File: src/rtl/rv32i_types.sv
`default_nettype none
// ============================================================================
// Module      : rv32i_types (package)
// Description : Shared RV32 types. Holds the machine word type, the RV32M
//               funct3 encoding used by the multiply/divide unit, and the
//               state encoding of the iterative multiply/divide sequencer.
// Revision    : 1.0 - initial release
// ============================================================================
package rv32i_types;

    typedef logic [31:0] rv32i_word;

    // RV32M funct3 codes. Bit 2 separates divide/remainder from multiply.
    typedef enum logic [2:0] {
        c_OP_MUL    = 3'd0,
        c_OP_MULH   = 3'd1,
        c_OP_MULHSU = 3'd2,
        c_OP_MULHU  = 3'd3,
        c_OP_DIV    = 3'd4,
        c_OP_DIVU   = 3'd5,
        c_OP_REM    = 3'd6,
        c_OP_REMU   = 3'd7
    } muldiv_funct3_t;

    // Sequencer states, explicitly encoded.
    typedef logic [1:0] muldiv_state_t;
    localparam muldiv_state_t c_ST_IDLE = 2'd0;
    localparam muldiv_state_t c_ST_BUSY = 2'd1;
    localparam muldiv_state_t c_ST_FIX  = 2'd2;
    localparam muldiv_state_t c_ST_DONE = 2'd3;

    // True for the divide/remainder group.
    function automatic logic op_is_div(input muldiv_funct3_t f);
        return f[2];
    endfunction

endpackage
`default_nettype wire

File: src/rtl/muldiv_sign_fix.sv
`default_nettype none
// ============================================================================
// Module      : muldiv_sign_fix
// Description : Final correction step of the multiply/divide unit. Applies
//               the result sign to the magnitude computed by the iterative
//               loop and selects the half / quotient / remainder for the op.
//               Purely combinational.
// Ports       : op     - funct3 of the operation in flight
//               hi, lo - product high/low halves, or remainder/quotient
//               sa, sb - operand was treated as negative (signed op, msb set)
//               bzero  - divisor was zero
//               result - corrected, selected result word
// Revision    : 1.0 - initial release
// ============================================================================
module muldiv_sign_fix
    import rv32i_types::*;
#(
    parameter int WIDTH = 32
) (
    input  muldiv_funct3_t     op,
    input  logic [WIDTH-1:0]   hi,
    input  logic [WIDTH-1:0]   lo,
    input  logic               sa,
    input  logic               sb,
    input  logic               bzero,
    output logic [WIDTH-1:0]   result
);

    logic [2*WIDTH-1:0] w_prod;
    logic [2*WIDTH-1:0] w_prod_fix;
    logic [WIDTH-1:0]   w_quo_fix;
    logic [WIDTH-1:0]   w_rem_fix;

    // Unsigned ops arrive with sa=sb=0, so one signed path serves every op.
    assign w_prod     = {hi, lo};
    assign w_prod_fix = (sa ^ sb) ? (~w_prod + 1'b1) : w_prod;
    // Division by zero keeps the all-ones quotient regardless of operand signs.
    assign w_quo_fix  = ((sa ^ sb) && !bzero) ? (~lo + 1'b1) : lo;
    // Remainder follows the sign of the dividend.
    assign w_rem_fix  = sa ? (~hi + 1'b1) : hi;

    always_comb begin
        result = '0;
        case (op)
            c_OP_MUL:                         result = w_prod_fix[WIDTH-1:0];
            c_OP_MULH, c_OP_MULHSU, c_OP_MULHU: result = w_prod_fix[2*WIDTH-1:WIDTH];
            c_OP_DIV, c_OP_DIVU:              result = w_quo_fix;
            c_OP_REM, c_OP_REMU:              result = w_rem_fix;
            default:                          result = '0;
        endcase
    end

endmodule
`default_nettype wire

File: src/rtl/muldiv_unit.sv
`default_nettype none
// ============================================================================
// Module      : muldiv_unit
// Description : Iterative RV32M multiply/divide unit. Shift-add multiply and
//               restoring divide on operand magnitudes, one bit per cycle,
//               followed by a sign-correction cycle.
// Ports       : clk, rst_n   - clock, asynchronous active-low reset
//               start        - request, accepted when start && ready && !flush
//               op           - RV32M funct3
//               a, b         - rs1 / rs2, sampled on accept only
//               flush        - abort in-flight operation, return to idle
//               ready        - unit idle
//               done         - one-cycle result-valid pulse
//               result       - held from done until the next accept
// Config      : MULDIV_EARLY_OUT_EN - divide by zero and signed divide
//               overflow complete straight from IDLE to DONE.
// Revision    : 1.0 - initial release
// ============================================================================
module muldiv_unit
    import rv32i_types::*;
#(
    parameter int WIDTH = 32
) (
    input  logic               clk,
    input  logic               rst_n,
    input  logic               start,
    input  logic [2:0]         op,
    input  logic [WIDTH-1:0]   a,
    input  logic [WIDTH-1:0]   b,
    input  logic               flush,
    output logic               ready,
    output logic               done,
    output logic [WIDTH-1:0]   result
);

    localparam int c_CW = $clog2(WIDTH);

    muldiv_state_t      r_state;
    logic [c_CW-1:0]    r_cnt;
    muldiv_funct3_t     r_op;
    logic [WIDTH-1:0]   r_hi;      // product high half / partial remainder
    logic [WIDTH-1:0]   r_lo;      // multiplier->product low / dividend->quotient
    logic [WIDTH-1:0]   r_b;       // |b|
    logic               r_sa;
    logic               r_sb;
    logic               r_bzero;
    logic               r_ready;
    logic               r_done;
    logic [WIDTH-1:0]   r_result;

    muldiv_funct3_t     w_op;
    logic               w_a_signed;
    logic               w_b_signed;
    logic               w_sa;
    logic               w_sb;
    logic [WIDTH-1:0]   w_a_mag;
    logic [WIDTH-1:0]   w_b_mag;
    logic [WIDTH:0]     w_mul_sum;
    logic [WIDTH:0]     w_div_shift;
    logic [WIDTH:0]     w_div_diff;
    logic [WIDTH-1:0]   w_fix_result;

    assign w_op       = muldiv_funct3_t'(op);
    assign w_a_signed = (w_op == c_OP_MUL) || (w_op == c_OP_MULH) || (w_op == c_OP_MULHSU) ||
                        (w_op == c_OP_DIV) || (w_op == c_OP_REM);
    assign w_b_signed = (w_op == c_OP_MUL) || (w_op == c_OP_MULH) ||
                        (w_op == c_OP_DIV) || (w_op == c_OP_REM);
    assign w_sa       = w_a_signed & a[WIDTH-1];
    assign w_sb       = w_b_signed & b[WIDTH-1];
    assign w_a_mag    = w_sa ? (~a + 1'b1) : a;
    assign w_b_mag    = w_sb ? (~b + 1'b1) : b;

    // Multiply step: conditional add of |b| into the high half, then shift
    // the whole {carry, hi, lo} right by one.
    assign w_mul_sum   = {1'b0, r_hi} + (r_lo[0] ? {1'b0, r_b} : {(WIDTH+1){1'b0}});

    // Restoring divide step on a WIDTH+1 bit trial remainder; msb of the
    // difference is the borrow that decides restore vs keep.
    assign w_div_shift = {r_hi, r_lo[WIDTH-1]};
    assign w_div_diff  = w_div_shift - {1'b0, r_b};

`ifdef MULDIV_EARLY_OUT_EN
    logic               w_bzero_in;
    logic               w_ovf;
    logic [WIDTH-1:0]   w_early_result;

    assign w_bzero_in = (b == '0);
    assign w_ovf      = ((w_op == c_OP_DIV) || (w_op == c_OP_REM)) &&
                        (a == {1'b1, {(WIDTH-1){1'b0}}}) && (b == {WIDTH{1'b1}});
    // Quotient: all ones on /0, most-negative on overflow (equals a).
    // Remainder: a on /0, zero on overflow.
    assign w_early_result = (w_op == c_OP_DIV || w_op == c_OP_DIVU)
                          ? (w_bzero_in ? {WIDTH{1'b1}} : a)
                          : (w_bzero_in ? a : {WIDTH{1'b0}});
`endif

    muldiv_sign_fix #(
        .WIDTH (WIDTH)
    ) u_sign_fix (
        .op     (r_op),
        .hi     (r_hi),
        .lo     (r_lo),
        .sa     (r_sa),
        .sb     (r_sb),
        .bzero  (r_bzero),
        .result (w_fix_result)
    );

    always_ff @(posedge clk or negedge rst_n) begin
        if (!rst_n) begin
            r_state  <= c_ST_IDLE;
            r_cnt    <= '0;
            r_op     <= c_OP_MUL;
            r_hi     <= '0;
            r_lo     <= '0;
            r_b      <= '0;
            r_sa     <= 1'b0;
            r_sb     <= 1'b0;
            r_bzero  <= 1'b0;
            r_ready  <= 1'b1;
            r_done   <= 1'b0;
            r_result <= '0;
        end else if (flush) begin
            // Abort wins over everything, including a same-cycle start.
            r_state <= c_ST_IDLE;
            r_cnt   <= '0;
            r_ready <= 1'b1;
            r_done  <= 1'b0;
        end else begin
            case (r_state)
                c_ST_IDLE: begin
                    r_done <= 1'b0;
                    if (start) begin
                        r_op    <= w_op;
                        r_sa    <= w_sa;
                        r_sb    <= w_sb;
                        r_bzero <= (b == '0);
                        r_hi    <= '0;
                        r_lo    <= w_a_mag;
                        r_b     <= w_b_mag;
                        r_cnt   <= '0;
                        r_ready <= 1'b0;
`ifdef MULDIV_EARLY_OUT_EN
                        if (op_is_div(w_op) && (w_bzero_in || w_ovf)) begin
                            r_result <= w_early_result;
                            r_done   <= 1'b1;
                            r_state  <= c_ST_DONE;
                        end else begin
                            r_state  <= c_ST_BUSY;
                        end
`else
                        r_state <= c_ST_BUSY;
`endif
                    end
                end
                c_ST_BUSY: begin
                    if (op_is_div(r_op)) begin
                        if (!w_div_diff[WIDTH]) begin
                            r_hi <= w_div_diff[WIDTH-1:0];
                            r_lo <= {r_lo[WIDTH-2:0], 1'b1};
                        end else begin
                            r_hi <= w_div_shift[WIDTH-1:0];
                            r_lo <= {r_lo[WIDTH-2:0], 1'b0};
                        end
                    end else begin
                        r_hi <= w_mul_sum[WIDTH:1];
                        r_lo <= {w_mul_sum[0], r_lo[WIDTH-1:1]};
                    end
                    r_cnt <= r_cnt + 1'b1;
                    if (r_cnt == c_CW'(WIDTH-1)) begin
                        r_state <= c_ST_FIX;
                    end
                end
                c_ST_FIX: begin
                    r_result <= w_fix_result;
                    r_done   <= 1'b1;
                    r_state  <= c_ST_DONE;
                end
                c_ST_DONE: begin
                    r_done  <= 1'b0;
                    r_ready <= 1'b1;
                    r_state <= c_ST_IDLE;
                end
                default: begin
                    r_state <= c_ST_IDLE;
                    r_ready <= 1'b1;
                    r_done  <= 1'b0;
                end
            endcase
        end
    end

    assign ready  = r_ready;
    assign done   = r_done;
    assign result = r_result;

endmodule
`default_nettype wire

File: config.mk
export PLATFORM = sky130hd
export DESIGN_NAME = muldiv_unit
export DESIGN_NICKNAME = d
export VERILOG_FILES = /design/src/rtl/rv32i_types.sv /design/src/rtl/muldiv_sign_fix.sv /design/src/rtl/muldiv_unit.sv
export SDC_FILE = /design/constraint.sdc
export NUM_CORES = 1
export LEC_CHECK = 0
export BUFFER_PORTS_ARGS = -buffer_cell sky130_fd_sc_hd__buf_2
export CAP_MARGIN = 40
export CORE_MARGIN = 8
export CORE_UTILIZATION = 25
export CTS_CLUSTER_SIZE = 8
export DETAILED_ROUTE_END_ITERATION = 8
export REMOVE_ABC_BUFFERS = 1
export SETUP_SLACK_MARGIN = 0.4
export SLEW_MARGIN = 30
export SYNTH_ARGS = -nofsm -noshare
export SYNTH_HDL_FRONTEND = slang
export SYNTH_SLANG_ARGS = --single-unit
File: constraint.sdc
create_clock -name clk -period 3.5 [get_ports clk]
set_clock_uncertainty 0.05 [all_clocks]
set_input_delay 0.7 -clock clk [delete_from_list [all_inputs] [get_ports clk]]
set_output_delay 0.7 -clock clk [all_outputs]
set_load 0.02 [all_outputs]
---- Word-level counts from Yosys, hierarchy flattened ----
Index checks and enable logic that the tools add are counted.
operators by class
  add/sub/neg operators ................... 8
  eq/ne operators ......................... 18
  mux-type cells .......................... 27
  bitwise gates (word level) .............. 9
  reductions and logical operators ........ 26
operators with widths
  kind                                           count
  two-way mux 32 bit                             10
  adder 32 x 1 -> 32 bit, second input constant  4
  inverter 32 bit                                4
  one-hot mux 32 bit (2 select lines)            2
  one-hot mux 32 bit (4 select lines)            1
  adder 64 x 1 -> 64 bit, second input constant  1
  two-way mux 64 bit                             1
  inverter 64 bit                                1
  adder 32 x 32 -> 33 bit                        1
  subtractor 33 x 32 -> 33 bit                   1
  logical NOT 32 bit                             1
  == test 3 bit, second input constant           6
  two-way mux 5 bit                              2
  one-hot mux 5 bit (2 select lines)             1
  == test 3 x 2 -> 1 bit, second input constant  3
  nonzero test 3 bit                             3
  one-hot mux 2 bit (4 select lines)             1
  AND reduction 2 bit                            4
  == test 3 x 1 -> 1 bit, second input constant  2
  logical NOT 3 bit                              2
  logical OR 1 bit                               6
  two-way mux 2 bit                              3
  inequality test 3 bit, second input constant   2
  AND reduction 3 bit                            2
  other kinds (16)                               24
word-level totals
  register bits after elaboration ......... 143
  logic and storage cells ................. 100

---- Logic depth before layout (Yosys ltp) ----
  depth in word-level cells ............... 9
  depth in mapped cells ................... 14
  depth with buffers taken out ............ 13

---- Cells and area by module ----
A second synthesis with hierarchy kept.
second synthesis, totals
  cell total of the unflattened synthesis .. 1,895
  area total of the unflattened synthesis .. 14,835.5 um2
by module, submodules not included
  module           times used  cells each  area an instance (um2)  sequential area each (um2)
  muldiv_unit      1           1,347       11,438.5                3,579.7
  muldiv_sign_fix  1           548         3,397.0                 0.0

---- Worst setup path after synthesis ----
OpenSTA, ideal clock, no wires.
  path type ............................... register -> register
  start point ............................. register r_hi[19]
  end point ............................... register r_hi[12]
  library setup time ...................... 126 ps
  arrival ................................. 3,194 ps
  data required time ...................... 3,324 ps
  setup slack ............................. 130 ps
  cell stages (with the launch flop) ...... 12
  buffers on the path ..................... 2
  clock period less this slack ............ 3,370 ps
  cell sequence ........................... dfrtp_1 > ha_1 > and4_1 > and3_1 > a221o_1 > or4b_1 > a211o_1 > nand3_1 > buf_2 > buf_4 > o21ai_1 > a221o_1
between the ends
  cells in the longest elaborated chain, start to end .. 4
ends and longest elaborated chain
  element                              line                source
  from (decl)                          muldiv_unit.sv:41   logic [WIDTH-1:0] r_hi;
  from (signal assigned)               muldiv_unit.sv:159  r_hi <= w_div_diff[WIDTH-1:0];
  from (signal assigned)               muldiv_unit.sv:162  r_hi <= w_div_shift[WIDTH-1:0];
  from (signal assigned)               muldiv_unit.sv:166  r_hi <= w_mul_sum[WIDTH:1];
  subtractor 33 x 32 -> 33 bit         muldiv_unit.sv:80   assign w_div_diff = w_div_shift - {1'b0, r_b};
  two-way mux 32 bit                   muldiv_unit.sv:158  if (!w_div_diff[WIDTH]) begin
  two-way mux 32 bit                   muldiv_unit.sv:157  if (op_is_div(r_op)) begin
  one-hot mux 32 bit (2 select lines)  muldiv_unit.sv:130  case (r_state)
Every way passes these cells.
A chain may end at the register's enable or synchronous reset.

---- Worst setup path after layout ----
  start point ............................. register r_hi[4]
  end point ............................... register r_hi[15]
between the ends
  cells in the longest elaborated chain, start to end .. 4
ends and longest elaborated chain
  element                                  line
  subtractor 33 x 32 -> 33 bit             muldiv_unit.sv:80
  two-way mux 32 bit                       muldiv_unit.sv:158
  two-way mux 32 bit (*)                   muldiv_unit.sv:157
  one-hot mux 32 bit (2 select lines) (*)  muldiv_unit.sv:130
Every way passes the cells marked *; elsewhere a longest branch is shown, timed or not.

==> metrics <==
Hold/Removal Path Class=primary input to asynchronous set/reset pin; # H-tree levels=4; port bufs=104; mean routed wirelength per cell=19.1 µm; most frequent cells in the layout=235 x nand2_1, 197 x buf_4, 182 x nor2_1, 169 x o21ai_0, 136 x dfrtp_1; top_reg_cell synth=dfrtp_1; Placeable Area=58700 µm²; FF+latch area=3590 µm²; post-synth top area share=24.1%; share of cells above drive strength 1=24.4%; Gate power share=74.1%; Fillers=6188; pwr/cell area=1080 nW/µm²; ant diodes=0; delay-heaviest family, CP=compound AO/OA/AOI/OAI gates; Fin Hold WS=0.0749 ns; DRC viols=0; worst slack at placement=-0.0219 ns; worst skew pair latency=0.49 ns; Syn Area/Cell=7.52 µm²; Post-synth EDFFs=0; CP max stage cell=dfrtp_1; CTS clk-pin slew, worst paths=0.07 ns; net switching power=10500 µW; worst path buffer plus inverter count=2; Slew headroom=45.7%; vias in the first global route=14600; internal power=9950 µW; critical path launch point type=flop; cts-stage hold buffer count=0; critical path cell sequence=ha_2, a21oi_4, a2111oi_4, buf_4, or4b_4, a211o_1, nand3_4, buf_12, o21ai_1, a221o_1; Switching Share=51.3%; Area Overhead vs Synth=28.7%; Multi-input gate area=11200 µm²; final-report hold violation count=0; clk root buf=clkbuf_16; register area share after synthesis=24.2%; fin. max-slew vios=0; GP Congestion=0.944; TNS Setup=0 ns; TritonCTS Sinks=143; async set-reset flop share out of synthesis=100%; Antenna Nets Post-Route=0; row cnt=89; VDD IR max=0.657 mV; CP Data Required Time=3.82 ns; routed wire length=56.2 mm; drt first pass iters=5; Synth area leader=dfrtp_1; fmax=0.304 GHz; Final period util=93.8%; Ys Warns=0; critical path fanouts, max=22; Clk pwr share=10.7%; initial antenna violation count=0; Max Cap Violations=0; Post-Syn Instances=1964; via count=15500; CP Class=flop to flop; P_leak=0.00839 µW; min Tclk post-route=3.28 ns; Syn Std Cell Area=14800 µm²; outcome=complete, no violations; Cell variety after synth=82; Util after Layout=32.4%; Flop pwr share=15.2%; Setup WS post-layout=0.216 ns; #FFs+latches synth=143; commonest non-fill, non-tap cell in the layout=nand2_1; Detailed Place HPWL=41.9 mm; clock tree buffer depth=2; global route overflow=0; crit end category=flop; global-route wire length before repair=85.5 mm; die width=259 µm; Crit path largest cell delay=0.59 ns; Chip Height=259 µm; CP arrival=3.60 ns; CTS tree=yes; Iter 0 DRT Violations=1675; Final nets=2306; Final Setup Violations=0; leading post-synthesis cells by cell area=dfrtp_1 24%, o21ai_0 6.7%, xnor2_1 6.7%; RSZ-0062 raised after global routing=true; Tightest Pin Transition=0.812 ns; largest net degree at the start of global routing=74; Initial Util=25.2%; Inserted Clock Buffers=17; die area=67100 µm²; I/O pin count=105; Tot GR Track Use=16.1%; Via-to-Cell Ratio=5.25
[repair_timing]
| item | CTS | global route |
|---|---|---|
| buffers inserted | 16 | 28 |
| endpoints found under the setup margin | 49 | 61 |
| pin swaps | 59 | 53 |
| gates resized for setup | 97 | 117 |
| gates cloned | 0 | 2 |
[cell type report]
class,count,share of cell area [%]
inverters,65,1.32
well taps,773,5.09
repair buffers,324,12.4
clock buffers,17,2.24
flip-flops and latches,143,18.9
clock inverters,15,1.26
multi-input cells,1608,58.8
[flip-flops by register name, indices dropped and copies added, names as in the netlist]
| signal | cells |
|---|---|
| r_state | 2 |
| r_lo | 32 |
| r_hi | 32 |
| r_b | 32 |
| r_cnt | 5 |
| r_sb | 1 |
| r_sa | 1 |
| result | 32 |
| r_bzero | 1 |
| r_op | 3 |
| done | 1 |
| ready | 1 |
[layer usage]
layer | vias up | global-route usage, % | wire (µm)
met3 | 81 | 3.24 | 3890
met5 | - | 0 | 0
met4 | 0 | 5.80 | 1570
met1 | 7430 | 21.7 | 25200
li1 | 7409 | - | -
met2 | 548 | 25.3 | 25500
[stage by stage]
step	total power [µW]	cells	instance area [µm²]
floorplan	11600	1816	14200
global placement	16300	2863	17000
detailed placement	16300	2865	17000
CTS	19200	2913	18200
global route	21800	2945	19000
finish	20400	2945	19000
[power groups by stage]
stage          Combinational [µW]  Clock [µW]  Sequential, µW
6_report                    15100        2180            3110
5_1_grt                     16400        2290            3190
4_1_cts                     14000        2220            3060
3_5_place_dp                13200           0            3070
3_3_place_gp                13200           0            3050
2_1_floorplan                8150           0            3460
[worst register-to-register path, cell delays in order, from the launching register on]
cell and delay (ns):
dfrtp_1 0.59, ha_2 0.40, a21oi_4 0.22, a2111oi_4 0.09
buf_4 0.16, or4b_4 0.52, a211o_1 0.38, nand3_4 0.16
buf_12 0.18, o21ai_1 0.09, a221o_1 0.33
[path summary, 6_finish.rpt]
| check | from | slack [ns] | cells after the start | end |
|---|---|---|---|---|
| max | r_hi[4]$_DFFE_PN0P_ | 0.22 | 10 | r_hi[15]$_DFFE_PN0P_ |
| min | rst_n | 0.07 | 1 | r_hi[2]$_DFFE_PN0P_ |
| max reg2reg | r_hi[4]$_DFFE_PN0P_ | 0.22 | 10 | r_hi[15]$_DFFE_PN0P_ |
| min reg2reg | result[20]$_DFFE_PN0P_ | 0.42 | 2 | result[20]$_DFFE_PN0P_ |
| max in group asynchronous | rst_n | 2.42 | 3 | ready$_DFFE_PN1P_ |
| min in group clk | result[20]$_DFFE_PN0P_ | 0.42 | 2 | result[20]$_DFFE_PN0P_ |
[synth_stat cells (16+ instances only)]
cell	number
a211oi_1	22
a21o_1	36
a21oi_1	122
a31oi_1	26
and3_1	16
clkbuf_1	126
dfrtp_1	142
ha_1	74
inv_1	64
mux2i_1	47
nand2_1	239
nand2b_1	21
nand3_1	32
nor2_1	187
nor3_1	37
nor4_1	19
o211ai_1	22
o21ai_0	199
o31ai_1	23
xnor2_1	113
xor2_1	113
[cells by family after synthesis]
kind of cell,synth area share (%)
AO/OA/AOI/OAI,25.9
AND/OR/NAND/NOR,20.6
adder cells (fa/ha/maj),6.54
buffers and inverters,5.68
flip-flops,24.2
multiplexers,3.57
XOR/XNOR,13.4
Power figures use the tool's default switching activity.
